File: config.mk
export PLATFORM = sky130hd
export DESIGN_NAME = nic_port_arbiter
export DESIGN_NICKNAME = d
export VERILOG_FILES = /design/src/rtl/nic_port_arbiter.sv
export SDC_FILE = /design/constraint.sdc
export NUM_CORES = 1
export LEC_CHECK = 0
export CAP_MARGIN = 20
export CORE_ASPECT_RATIO = 0.9
export CORE_MARGIN = 5
export CORE_UTILIZATION = 25
export CTS_BUF_LIST = sky130_fd_sc_hd__clkbuf_2 sky130_fd_sc_hd__clkbuf_4 sky130_fd_sc_hd__clkbuf_8
export DETAILED_ROUTE_END_ITERATION = 6
export RECOVER_POWER = 25
export SKIP_CTS_REPAIR_TIMING = 1
export SLEW_MARGIN = 20
export SYNTH_ARGS = -nofsm -noshare
export SYNTH_HDL_FRONTEND = slang
export SYNTH_SLANG_ARGS = --single-unit
File: constraint.sdc
create_clock -name clk -period 5.13 [get_ports clk]
set_input_delay 1.026 -clock clk [delete_from_list [all_inputs] [get_ports clk]]
set_output_delay 1.026 -clock clk [all_outputs]
set_load 0.1 [all_outputs]
File: src/rtl/nic_port_arbiter.sv
// Shares the single cardinal_nic register port between two requesters (poll status, then transfer).
// Latency: request sampled in IDLE at edge E, ack pulses in cycle E+3; minimum 4 cycles per transaction.
// Backpressure: req_valid is held until req_ack; a failed poll returns to IDLE and priority flips.
module nic_port_arbiter #(
    parameter int DATA_W    = 64,
    parameter int MAX_RETRY = 15
) (
    input  logic              clk,
    input  logic              reset,
    input  logic [1:0]        req_valid,
    input  logic [1:0]        req_wr,
    input  logic [DATA_W-1:0] req_wdata0,
    input  logic [DATA_W-1:0] req_wdata1,
    output logic [1:0]        req_ack,
    output logic [DATA_W-1:0] req_rdata,
    output logic [1:0]        stall,
    output logic              busy,
    output logic              nicEn,
    output logic              nicEnWr,
    output logic [1:0]        addr,
    output logic [DATA_W-1:0] d_in,
    input  logic [DATA_W-1:0] d_out
);

    typedef enum logic [1:0] {IDLE, POLL, XFER, DONE} state_t;

    localparam logic [7:0] RETRY_LIMIT = 8'(MAX_RETRY);

    // NIC register map
    localparam logic [1:0] A_IN_BUF   = 2'b00;
    localparam logic [1:0] A_IN_STAT  = 2'b01;
    localparam logic [1:0] A_OUT_BUF  = 2'b10;
    localparam logic [1:0] A_OUT_STAT = 2'b11;

    state_t            state;
    logic              rr_ptr;
    logic              gid;
    logic              op;
    logic [DATA_W-1:0] wdata;
    logic [1:0][7:0]   fail;
    logic              grant;
    logic              poll_ok;

    // Round-robin pick: the pointed-to requester if it is asking, else the other one.
    always_comb begin
        grant = rr_ptr;
        if (!req_valid[rr_ptr]) begin
            grant = ~rr_ptr;
        end
    end

    // Send needs an empty output buffer (bit0 = 0); receive needs a full input buffer (bit0 = 1).
    assign poll_ok = d_out[0] ^ op;

    // Transaction sequencer; every NIC-facing output is registered so it changes only at the edge.
    always_ff @(posedge clk or negedge reset) begin
        if (!reset) begin
            state     <= IDLE;
            rr_ptr    <= 1'b0;
            gid       <= 1'b0;
            op        <= 1'b0;
            wdata     <= '0;
            fail      <= '0;
            stall     <= 2'b00;
            req_ack   <= 2'b00;
            req_rdata <= '0;
            busy      <= 1'b0;
            nicEn     <= 1'b0;
            nicEnWr   <= 1'b0;
            addr      <= A_IN_BUF;
            d_in      <= '0;
        end else begin
            req_ack <= 2'b00;
            // Stall flag lags the counter by one cycle; a later clear in DONE overrides it.
            for (int i = 0; i < 2; i++) begin
                if (fail[i] >= RETRY_LIMIT) begin
                    stall[i] <= 1'b1;
                end
            end
            case (state)
                IDLE: begin
                    if (|req_valid) begin
                        gid     <= grant;
                        op      <= req_wr[grant];
                        wdata   <= grant ? req_wdata1 : req_wdata0;
                        state   <= POLL;
                        busy    <= 1'b1;
                        nicEn   <= 1'b1;
                        nicEnWr <= 1'b0;
                        addr    <= req_wr[grant] ? A_OUT_STAT : A_IN_STAT;
                        d_in    <= '0;
                    end
                end
                POLL: begin
                    if (poll_ok) begin
                        state   <= XFER;
                        nicEn   <= 1'b1;
                        nicEnWr <= op;
                        addr    <= op ? A_OUT_BUF : A_IN_BUF;
                        d_in    <= op ? wdata : '0;
                    end else begin
                        if (fail[gid] != 8'hFF) begin
                            fail[gid] <= fail[gid] + 8'd1;
                        end
                        rr_ptr  <= ~gid;
                        state   <= IDLE;
                        busy    <= 1'b0;
                        nicEn   <= 1'b0;
                        nicEnWr <= 1'b0;
                        addr    <= A_IN_BUF;
                        d_in    <= '0;
                    end
                end
                XFER: begin
                    // The input buffer is only readable during this cycle, so capture it here.
                    if (!op) begin
                        req_rdata <= d_out;
                    end
                    state        <= DONE;
                    nicEn        <= 1'b0;
                    nicEnWr      <= 1'b0;
                    addr         <= A_IN_BUF;
                    d_in         <= '0;
                    req_ack[gid] <= 1'b1;
                    fail[gid]    <= 8'd0;
                    stall[gid]   <= 1'b0;
                end
                DONE: begin
                    rr_ptr <= ~gid;
                    state  <= IDLE;
                    busy   <= 1'b0;
                end
                default: begin
                    state <= IDLE;
                    busy  <= 1'b0;
                end
            endcase
        end
    end

endmodule

# Word-level counts from Yosys, hierarchy flattened
# Cells that the tools add are included.
# totals
output_inout_bits,137
ff_bits,222
in_bits,198
# classes
n_lt_le_gt_ge,6
bitwise_logic,8
eq_ne,7
mux,42
add_sub_neg,1
reduce_logical,13
# ops
operator,n
$mux W64,4
$pmux W64 S3,1
$mux W16,2
$pmux W16 S2,1
$mux W8,3
$and A16 B16 Y16,1
$bwmux W16,1
$ge A8 B4 Y1 const B,2
$mux W2,8
$not A16 Y16,1
$mux W1,14
$pmux W1 S3,3
$add A8 B1 Y8 const B,1
$demux W8 S1,1
$ne A8 B8 Y1 const B,1
$pmux W2 S4,1
$reduce_and A2 Y1,4
$lt A1 B2 Y1 const B,3
$ne A2 B2 Y1 const B,3
$pmux W2 S3,1
$reduce_and A3 Y1,2
$reduce_bool A3 Y1,2
$eq A2 B2 Y1 const B,2
$reduce_bool A2 Y1,2
11 further kinds,13

# Logic depth before layout (Yosys ltp)
# logic_depth
ltp_word,8
depth_mapped,10

# Worst setup path after synthesis
# Ideal clock, no wire load.
# synth_timing
path_kind,input -> register
start,in d_out[0]
end,reg fail[4] (netlist bit)
path_slack_ns,2.769
t_required_ns,5.005
stages,7
arrival_ns,2.236
path_cell_list,inv_1 -> ha_1 -> mux2i_1 -> nor2_1 -> o21ai_2 -> buf_4 -> mux2_2
# synth_via
elab_chain_len,3
# synth_rtl
element,line,text
from (decl),22,input logic [DATA_W-1:0] d_out
$xor A1 B1 Y1,53,assign poll_ok = d_out[0] ^ op;
$ne A2 B2 Y1 (no source line),n/a,
$reduce_and A3 Y1 (no source line),n/a,
"to (signal, indexed assignment)",103,fail[gid] <= fail[gid] + 8'd1;
to (decl),40,logic [1:0][7:0] fail;
# Every way passes these cells.
# A chain may end at the register's enable or synchronous reset.

# Worst setup path after layout
# layout_timing
start,reg d_in[63]
end,out d_in[63]
# layout_rtl
element,line,text
from (decl),21,"output logic [DATA_W-1:0] d_in,"
from (signal assigned),100,d_in <= op ? wdata : '0;
# No word-level cell between the ends.

==> out/results.tsv <==
stage	metric	value	unit
worst_setup_path	R2R cell count	5	
synth	post-synth top area share	59.1	%
synth	area leader, netlist	dfrtp_1	
power	Clk pwr share	17.2	%
die	core area	37200	um^2
worst_setup_path	Worst R2R Setup Slack	2070	ps
placed_design	pre-CTS WS	1390	ps
global_route	initial antenna violation count	1	
worst_setup_path	crit start category	flip-flop	
timing	Final setup viols	0	
hold_path	HP Start	d_in[13]$_DFFE_PN0P_	
drt	Vias/cell	4.30	
synth	sequential element share of the synthesized area	59.1	%
synth	Synth async-reset ratio	100	%
placed_design	IO buf count	334	
power	switching part of the total	51.1	%
drt	DRC errors left	0	
synth	syn_area_per_cell	10.9	um^2
die	IO Pins	335	
timing	Hold Fails Final Rpt	0	
power	internal power	4.96	mW
timing	Rel. slew slack	-71.9	%
flow_run	max-cap viol count	1	
power	peak supply drop	336	uV
power	Comb power frac	54.3	%
placed_design	Placer Congestion	0.749	
clocking	Clock Tree Root	clkbuf_8	
timing	Slew @ Worst Pin	2580	ps
global_route	first-pass GRT wire length	42500	um
timing	Peak Freq	0.318	GHz
global_route	largest net degree at the start of global routing	114	
power	PnR Total Power	10.1	mW
timing	Final Slew Violations	101	
power	PwrDens	719	nW/um^2
synth	most instantiated cells after synthesis	dfrtp_1 (222), nand2_1 (211), o21ai_0 (140)	
synth	cell with the most instances after synthesis	dfrtp_1	
cells_and_area	P&R area growth vs syn	50.1	%
drt	initial DRC count	359	
power	Static Leakage	5.99	nW
clocking	# H-tree levels	2	
synth	Post-synth EDFFs	0	
worst_setup_path	Data arrival, critical path	2110	ps
global_route	vias in the first global route	7712	
synth	synthesized flop and latch total	222	
timing	RSZ-0062 raised after global routing	false	
placed_design	DPL Wire Length	19200	um
clocking	Clock Latency Late Sink	540	ps
clocking	Num CTS Buffers	40	
synth	synth top area cells	dfrtp_1 (59%), mux2_2 (8.7%), nand2_1 (8.4%)	
run_status	failing checks	capacitance limit, slew limit	
cells_and_area	nets	1396	
worst_setup_path	Buf+Inv Stages, Crit Path	1	
global_route	GRT Util Overall	12.5	%
global_route	gr ovfl total	0	
worst_setup_path	Crit path max-delay family	buffers and inverters	
hold_path	Hold Path End	d_in[13]$_DFFE_PN0P_	
worst_setup_path	Critical R2R Capture	req_rdata[25]$_DFFE_PN0P_	
synth	total number of yosys warnings	0	
worst_setup_path	Worst Path Max Fanout	2	
timing	setup TNS	0	ps
drt	Final ANT Viol Nets	0	
worst_setup_path	reg-to-reg critical path startpoint	state[0]$_DFFE_PN0P_	
hold_path	Hold Crit Class	reg2reg	
timing	fin crit period	3140	ps
timing	worst setup margin	1990	ps
synth	Mapped Cells	861	
clocking	worst-case clock buffer depth	3	
synth	Top FF cell, synth	dfrtp_1	
worst_setup_path	CP cell instances	clkdlybuf4s50_1	
worst_setup_path	Worst Setup End Kind	output port	
worst_setup_path	crit path kind	reg2out	
cells_and_area	Ant. Diodes	0	
drt	via count	7321	
power	Sw Pwr	5.18	mW
power	Reg power frac	28.5	%
worst_setup_path	slowest CP cell	clkdlybuf4s50_1	
cells_and_area	layout cells sized above 1	13.5	%
drt	First-pass DRT Iterations	4	
die	die area	41600	um^2
worst_setup_path	Worst Setup SP	d_in[63]$_DFFE_PN0P_	
drt	routed len/inst	15.7	um
hold_path	WHS Path Cells	2	
clocking	CTS tree	built	
synth	syn_nets	1065	
die	Row Count	67	
clocking	CTS clock-pin slew for the worst setup and hold paths	60	ps
worst_setup_path	Max stage delay on crit path	1220	ps
run_status	status	finished, violations left	
die	Die X	214	um
timing	Max Clock Skew	17.9	ps
synth	post-synthesis cell type count	40	
clocking	Clock Sinks	222	
drt	DRT Wirelength	26700	um
timing	Final period util	61.2	%
synth	post-synthesis cell area	9400	um^2
die	Die Y	194	um
worst_setup_path	WP data required	4100	ps
die	Starting Density	25.2	%
[kinds of logic after synthesis]
logic type      count (synthesis)  synth area share (%)
mux                           144                  16.3
simple gates                  255                  11.1
buf+inv                        64                  2.98
flops                         222                  59.1
fa+ha+maj                       6                 0.799
xor+xnor                        3                 0.280
compound gates                167                  9.37
[state kept, by name (all words and copies together), names as in the netlist, 2 cells and up, named ones only]
register,cells
req_rdata,64
fail,16
stall,2
wdata,64
req_ack,2
d_in,64
addr,2
[worst min-delay path, cell delays in order (launching register included)]
cell	delay, ps
dfrtp_1	340
nand2_1	40
o21ai_0	50
[placed cells by master, fill, tap and decap left out, types with 9 or more instances in the layout]
cell / instances
nor2_1: 9
clkbuf_8: 49
nand2_1: 211
o21ai_0: 140
mux2_2: 73
dfrtp_1: 222
clkdlybuf4s50_1: 333
mux2i_1: 70
clkbuf_4: 12
[metal layers]
layer | vias to the layer above | track usage (%) | wire [um]
li1 | 3605 | - | -
met1 | 3401 | 15.7 | 12000
met2 | 271 | 20.3 | 12000
met3 | 42 | 5.01 | 2260
met4 | 2 | 3.15 | 483
met5 | - | 0 | 13
[final cells by class]
class	count	area, um^2
timing repair buffer	345	3470
sequential	222	5560
inverter	8	30.0
clock buffer	61	764
tap	483	604
fill	3747	23100
clock inverter	9	82.6
multi-input combinational	575	3600
[how the worst max path moves through the flow]
stage                       endpoint  slack [ps]  depth (start not counted)
3_5_place_dp    d_in[46]$_DFFE_PN0P_        1390                          8
5_1_grt        wdata[47]$_DFFE_PN0P_        1730                          2
3_3_place_gp    d_in[62]$_DFFE_PN0P_        1500                          8
2_1_floorplan    fail[4]$_DFFE_PN0P_        2770                          7
6_report                    d_in[63]        1990                          1
4_1_cts                     d_in[63]        1890                          1
[power groups by stage]
stage	combinational (mW)	sequential [mW]	clock, mW
finish	5.50	2.89	1.74
detailed placement	5.56	2.92	0
CTS	5.56	2.90	1.84
floorplan	1.39	5.60	0
global placement	5.52	2.90	0
global route	5.82	2.99	1.91
[through the flow]
stage,hold slack [ps],util (%),cells,cell area [um^2]
after detailed placement,469,35.6,1632,13200
after CTS,482,37.8,1702,14100
final,472,37.9,1703,14100
after global routing,494,37.9,1703,14100
after floorplan,450,-,861,9400
after global placement,461,35.6,1632,13200
No activity file was read; power rests on OpenSTA's default activity.
